$ cat config.mk
export PLATFORM = sky130hd
export DESIGN_NAME = sram_stream_reader
export DESIGN_NICKNAME = d
export VERILOG_FILES = /design/src/rtl/sram_stream_reader_pkg.sv /design/src/rtl/sram_reader_fifo.sv /design/src/rtl/sram_stream_reader.sv
export SDC_FILE = /design/constraint.sdc
export NUM_CORES = 1
export LEC_CHECK = 0
export ABC_CLOCK_PERIOD_IN_PS = 6300
export CAP_MARGIN = 10
export CORE_AREA = 4 4 109 132
export CTS_CLUSTER_SIZE = 14
export DETAILED_ROUTE_END_ITERATION = 7
export DIE_AREA = 0 0 113 136
export PLACE_DENSITY = 0.85
export SLEW_MARGIN = 15
export SYNTH_ARGS = -nofsm -noshare
export SYNTH_HDL_FRONTEND = slang
export SYNTH_HIERARCHICAL = 1
export SYNTH_SLANG_ARGS = --single-unit
$ cat constraint.sdc
create_clock -name wb_clk_i -period 6.3 [get_ports wb_clk_i]
set_input_delay 0.63 -clock wb_clk_i [delete_from_list [all_inputs] [get_ports wb_clk_i]]
set_output_delay 0.63 -clock wb_clk_i [all_outputs]
set_load 0.005 [all_outputs]
$ cat src/rtl/sram_stream_reader_pkg.sv
// Shared types and geometry for the sample-SRAM read sequencer.
package sram_stream_reader_pkg;
    typedef enum logic [1:0] {IDLE, RUN, DRAIN} state_t;

    localparam int SRAM_WORDS = 2048;
    localparam int BANK_AW    = 9;
    localparam int BANKS      = 4;
    localparam int IDX_W      = 11;
    localparam int CNT_W      = 12;
endpackage

$ cat src/rtl/sram_reader_fifo.sv
// DEPTH-entry synchronous FIFO with flush; head entry is presented combinationally.
module sram_reader_fifo #(
    parameter int DEPTH = 2,
    parameter int W     = 32,
    localparam int CW   = $clog2(DEPTH + 1),
    localparam int PW   = (DEPTH > 1) ? $clog2(DEPTH) : 1
) (
    input  logic          clk,
    input  logic          rst,
    input  logic          flush,
    input  logic          push,
    input  logic [W-1:0]  wdata,
    input  logic          pop,
    output logic [W-1:0]  rdata,
    output logic [CW-1:0] count,
    output logic          empty
);
    logic [W-1:0]  mem [DEPTH];
    logic [PW-1:0] wr_ptr, rd_ptr;

    function automatic logic [PW-1:0] bump(input logic [PW-1:0] p);
        return (p == PW'(DEPTH - 1)) ? '0 : p + 1'b1;
    endfunction

    always_ff @(posedge clk or posedge rst) begin
        if (rst) begin
            wr_ptr <= '0;
            rd_ptr <= '0;
            count  <= '0;
            for (int i = 0; i < DEPTH; i++) mem[i] <= '0;
        end else if (flush) begin
            wr_ptr <= '0;
            rd_ptr <= '0;
            count  <= '0;
        end else begin
            if (push) begin
                mem[wr_ptr] <= wdata;
                wr_ptr      <= bump(wr_ptr);
            end
            if (pop) rd_ptr <= bump(rd_ptr);
            count <= count + CW'(push) - CW'(pop);
        end
    end

    assign rdata = mem[rd_ptr];
    assign empty = (count == '0);
endmodule

$ cat src/rtl/sram_stream_reader.sv
// Burst reader over the four sample SRAM banks feeding a valid/ready stream.
// Optional running checksum of delivered words: define SRAM_READER_CHECKSUM_EN.
module sram_stream_reader
    import sram_stream_reader_pkg::*;
#(
    parameter int DEPTH = 2
) (
    input  logic                 wb_clk_i,
    input  logic                 wb_rst_i,
    input  logic                 start_i,
    input  logic                 abort_i,
    input  logic [IDX_W-1:0]     start_addr_i,
    input  logic [CNT_W-1:0]     count_i,
    output logic [BANKS-1:0]     mem_renb_o,
    output logic [BANK_AW-1:0]   mem_raddr_o,
    input  logic [31:0]          mem0_data_i,
    input  logic [31:0]          mem1_data_i,
    input  logic [31:0]          mem2_data_i,
    input  logic [31:0]          mem3_data_i,
    output logic [31:0]          m_data_o,
    output logic                 m_valid_o,
    input  logic                 m_ready_i,
    output logic                 busy_o,
    output logic                 done_o,
    output logic [31:0]          checksum_o
);
    localparam int CW = $clog2(DEPTH + 1);

    state_t             state, state_nxt;
    logic [IDX_W-1:0]   addr;
    logic [CNT_W-1:0]   remaining;
    logic [BANK_AW-1:0] raddr_q;
    logic               inflight;
    logic [1:0]         inflight_bank;
    logic               done_q, done_nxt;
    logic               load, issue, pop, fifo_empty;
    logic [CW-1:0]      fifo_occ;
    logic [CW:0]        used;
    logic [31:0]        rd_data;

    assign pop  = !fifo_empty && m_ready_i;
    // Words already committed: buffered plus the one in the SRAM pipe, less any leaving now.
    assign used = {1'b0, fifo_occ} + (CW+1)'(inflight) - (CW+1)'(pop);

    always_comb begin
        state_nxt = state;
        issue     = 1'b0;
        load      = 1'b0;
        done_nxt  = 1'b0;
        if (abort_i) begin
            state_nxt = IDLE;
        end else begin
            unique case (state)
                IDLE: if (start_i) begin
                    if (count_i != '0) begin
                        load      = 1'b1;
                        state_nxt = RUN;
                    end else begin
                        done_nxt = 1'b1;
                    end
                end
                RUN: begin
                    issue = (remaining != '0) && (used < (CW+1)'(DEPTH));
                    if (issue && remaining == CNT_W'(1)) state_nxt = DRAIN;
                end
                DRAIN: if (!inflight && fifo_occ == CW'(pop)) begin
                    done_nxt  = 1'b1;
                    state_nxt = IDLE;
                end
                default: state_nxt = IDLE;
            endcase
        end
    end

    always_ff @(posedge wb_clk_i or posedge wb_rst_i) begin
        if (wb_rst_i) begin
            state         <= IDLE;
            addr          <= '0;
            remaining     <= '0;
            raddr_q       <= '0;
            inflight      <= 1'b0;
            inflight_bank <= '0;
            done_q        <= 1'b0;
        end else begin
            state    <= state_nxt;
            done_q   <= done_nxt;
            inflight <= issue;
            if (load) begin
                addr      <= start_addr_i;
                remaining <= count_i;
            end else if (issue) begin
                addr          <= addr + 1'b1;
                remaining     <= remaining - 1'b1;
                raddr_q       <= addr[BANK_AW-1:0];
                inflight_bank <= addr[IDX_W-1 -: 2];
            end
        end
    end

    always_comb begin
        unique case (inflight_bank)
            2'd0:    rd_data = mem0_data_i;
            2'd1:    rd_data = mem1_data_i;
            2'd2:    rd_data = mem2_data_i;
            default: rd_data = mem3_data_i;
        endcase
    end

    sram_reader_fifo #(.DEPTH(DEPTH), .W(32)) u_fifo (
        .clk   (wb_clk_i),
        .rst   (wb_rst_i),
        .flush (abort_i),
        .push  (inflight),
        .wdata (rd_data),
        .pop   (pop),
        .rdata (m_data_o),
        .count (fifo_occ),
        .empty (fifo_empty)
    );

    assign mem_renb_o  = issue ? ~(4'b0001 << addr[IDX_W-1 -: 2]) : 4'hF;
    assign mem_raddr_o = issue ? addr[BANK_AW-1:0] : raddr_q;
    assign m_valid_o   = !fifo_empty;
    assign busy_o      = (state != IDLE);
    assign done_o      = done_q;

`ifdef SRAM_READER_CHECKSUM_EN
    logic [31:0] csum;
    always_ff @(posedge wb_clk_i or posedge wb_rst_i) begin
        if (wb_rst_i)     csum <= '0;
        else if (abort_i) csum <= csum;
        else if (load)    csum <= '0;
        else if (pop)     csum <= csum + m_data_o;
    end
    assign checksum_o = csum;
`else
    assign checksum_o = '0;
`endif
endmodule
==> results.md <==
* PwrDens at 410 nW/um^2
* Root Buffer Master: clkbuf_16
* Drt pass-1 iters at 4
* GRT Total Usage at 0.210
* Worst-path clk slew at 0.07 ns
* Seq cells post-synth at 106
* Avg Cell Area, Syn at 12.3 sq um
* Distinct cells, synth at 59
* Tot Pwr at 3.48 mW
* RSZ-0062 raised after global routing: no
* Die X at 113 um
* HP Start: raddr_q[7]$_DFFE_PP0N_
* Final Hold Vio Count at 0
* Fin Clk Skew at 0.0102 ns
* # nets final at 858
* Number of diodes at 0
* Final Critical Period at 5.18 ns
* Area Overhead vs Synth at 36.7%
* Drt drc at 0
* Total negative slack at 0 ns
* Gr ovfl total at 0
* Routability Congestion at 0.863
* DR vias at 4763
* Slew Viols, Final at 0
* Crit start category: primary input
* Fin Hold WS at 0.478 ns
* Initial Utilization at 0.475
* Layout cells sized above 1 at 0.232
* Die ar. at 15400 sq um
* Core Footprint at 13100 sq um
* Worst flop-to-flop path endpoint: addr[5]$_DFFE_PP0P_
* Hold Path Sink: raddr_q[7]$_DFFE_PP0N_
* R2R depth at 11
* Hold Path Class: reg2reg
* Reg2Reg Setup Slack at 2.68 ns
* Clock Path Buffers at 2
* Die height at 136 um
* Post-route ant nets at 0
* Number of port buffers at 203
* Post-synth EDFFs at 0
* Static Leakage at 3.61 nW
* Post-synth ARST share at 1.00
* Tcrit/Tclk final at 0.822
* Prevailing post-synth register cell: dfrtp_1
* Max-slew headroom at 0.350
* Worst-path fanout max at 43
* Sequential area share after synthesis at 0.428
* # setup viols final at 0
* Worst r2r src: u_fifo/count[1]$_DFF_PP0_
* Post-cts repair resize count at 0
* Mapped Cells at 504
* H-Tree Depth at 3
* Worst skew pair latency at 0.34 ns
* Initial antenna violation count at 2
* Hold depth at 2
* Cts bufs inserted at 9
* Maximum VDD drop at 0.319 mV
* I/O Pins at 236
* Largest net degree at the start of global routing at 69
* Kind of critical path: in2out
* Crit path capture type: primary output
* CP arrival at 4.55 ns
* Status: completed
* Clk sink count at 106
* Synth Warn # at 6
* Synthesized cell area at 6200 sq um
* Post-Route WL at 16.4 mm
* Via density at 5.49
* Post-CTS Setup Repair Bufs at 0
* Hold_buf cts at 0
* Hpwl dp at 12.4 mm
* Vias in the first global route at 5216
* First-pass GRT wire length at 26.0 mm
* Max-cap check violation count at 0
* Routed len/inst at 18.9 um
* Placement Rows at 46
* CTS tree: yes
* Initial drt markers at 172
* Fmax at 193 MHz
* Worst slew pin tran at 0.970 ns
* Worst endpoint required time at 5.67 ns
==> cell usage in the layout (no fill, tap or decap), types with 4 or more instances in the layout <==
| master | Yosys | final |
|---|---|---|
| mux2_2 | 94 | 94 |
| inv_1 | 11 | 10 |
| buf_4 | 32 | 4 |
| nor3b_1 | 4 | 4 |
| a221o_1 | 14 | 14 |
| clkdlybuf4s50_1 | 0 | 203 |
| a21oi_1 | 5 | 5 |
| and2_1 | 4 | 4 |
| ha_1 | 7 | 7 |
| a21o_1 | 5 | 5 |
| o21ai_0 | 17 | 17 |
| conb_1 | 1 | 32 |
| nor3_1 | 8 | 8 |
| dfrtp_1 | 106 | 104 |
| o21ai_1 | 5 | 5 |
| nor4_1 | 8 | 8 |
| clkbuf_16 | 0 | 9 |
| and3_1 | 4 | 4 |
| nand3_1 | 6 | 6 |
| nand2_1 | 50 | 50 |
| a22oi_1 | 4 | 4 |
| mux4_2 | 32 | 32 |
| nor2_1 | 17 | 17 |
==> sequential cells by signal, indices dropped and copies added, names as in the netlist <==
register       cells
remaining         12
raddr_q            9
done_o             1
state              2
addr              11
inflight           1
u_fifo/count       2
inflight_bank      2
u_fifo/rd_ptr      1
u_fifo/mem        64
u_fifo/wr_ptr      1
==> power by group <==
part / internal (mW) / switching [mW]
combinational: 1.02 / 0.585
sequential: 0.988 / 0.329
clock: 0.321 / 0.241
==> Yosys cell counts (7+ instances only) <==
cell,n,area share
nor4_1,8,0.0081
o21ai_0,17,0.014
buf_2,12,0.0097
nand2_1,50,0.030
dfrtp_1,106,0.43
ha_1,7,0.014
mux2_2,94,0.17
inv_1,11,0.0067
buf_4,32,0.039
a221o_1,14,0.023
nor2_1,17,0.010
nor3_1,8,0.0065
mux4_2,32,0.12
==> metrics by stage <==
step	setup slack [ns]	instance area (sq um)	cells	util
2_1_floorplan	2.91	6320	535	-
3_3_place_gp	1.24	8170	851	0.625
3_5_place_dp	1.13	8170	851	0.625
4_1_cts	1.12	8470	867	0.649
5_1_grt	0.845	8480	867	0.649
6_report	1.12	8480	867	0.649
==> critical path, cell delays in order <==
cell             delay [ns]
clkdlybuf4s50_1        0.45
nor2b_1                0.25
ha_1                   0.29
nand2b_1               0.16
fa_1                   0.39
xnor2_1                0.24
and3_1                 0.31
nand2_2                0.46
inv_2                  0.50
nand2_1                0.12
or2_2                  0.28
clkdlybuf4s50_1        0.45
==> kinds of logic (layout without fill, tap and decap cells) <==
kind of cell,count (synthesis),in the layout,share of synthesized area
muxes,129,129,0.292
and+or+nand+nor,125,125,0.107
DFF,106,106,0.428
buffers and inverters,71,235,0.0757
AOI/OAI and AO/OA,60,60,0.0714
adders and majority gates,8,8,0.0174
xor gates and xnor gates,4,4,0.00787
other,1,32,0.000605
==> worst max path at each step <==
stage               endpoint  slack [ns]      start  cells after the start
2_1_floorplan  mem_renb_o[1]        2.91  m_ready_i                     11
5_1_grt        mem_renb_o[1]        0.85  m_ready_i                     12
3_3_place_gp   mem_renb_o[1]        1.24  m_ready_i                     12
6_report       mem_renb_o[1]        1.12  m_ready_i                     12
4_1_cts        mem_renb_o[1]        1.12  m_ready_i                     12
3_5_place_dp   mem_renb_o[1]        1.13  m_ready_i                     12
==> layout make-up <==
class	instances	area, sq um
fill	1001	4590
multi-input combinational	358	3200
sequential	106	2660
timing repair buffer	207	2060
clock buffer	11	243
tap	168	210
clock inverter	5	63.8
inverter	12	45.0
==> per-layer routing <==
layer	part of all wire	GRT usage	wire, um
met2	0.52	0.386	8500
met3	0.094	0.0686	1540
met1	0.37	0.233	6080
met4	0.015	0.0568	238
met5	0.0021	0	34
Power figures use the tool's default switching activity.
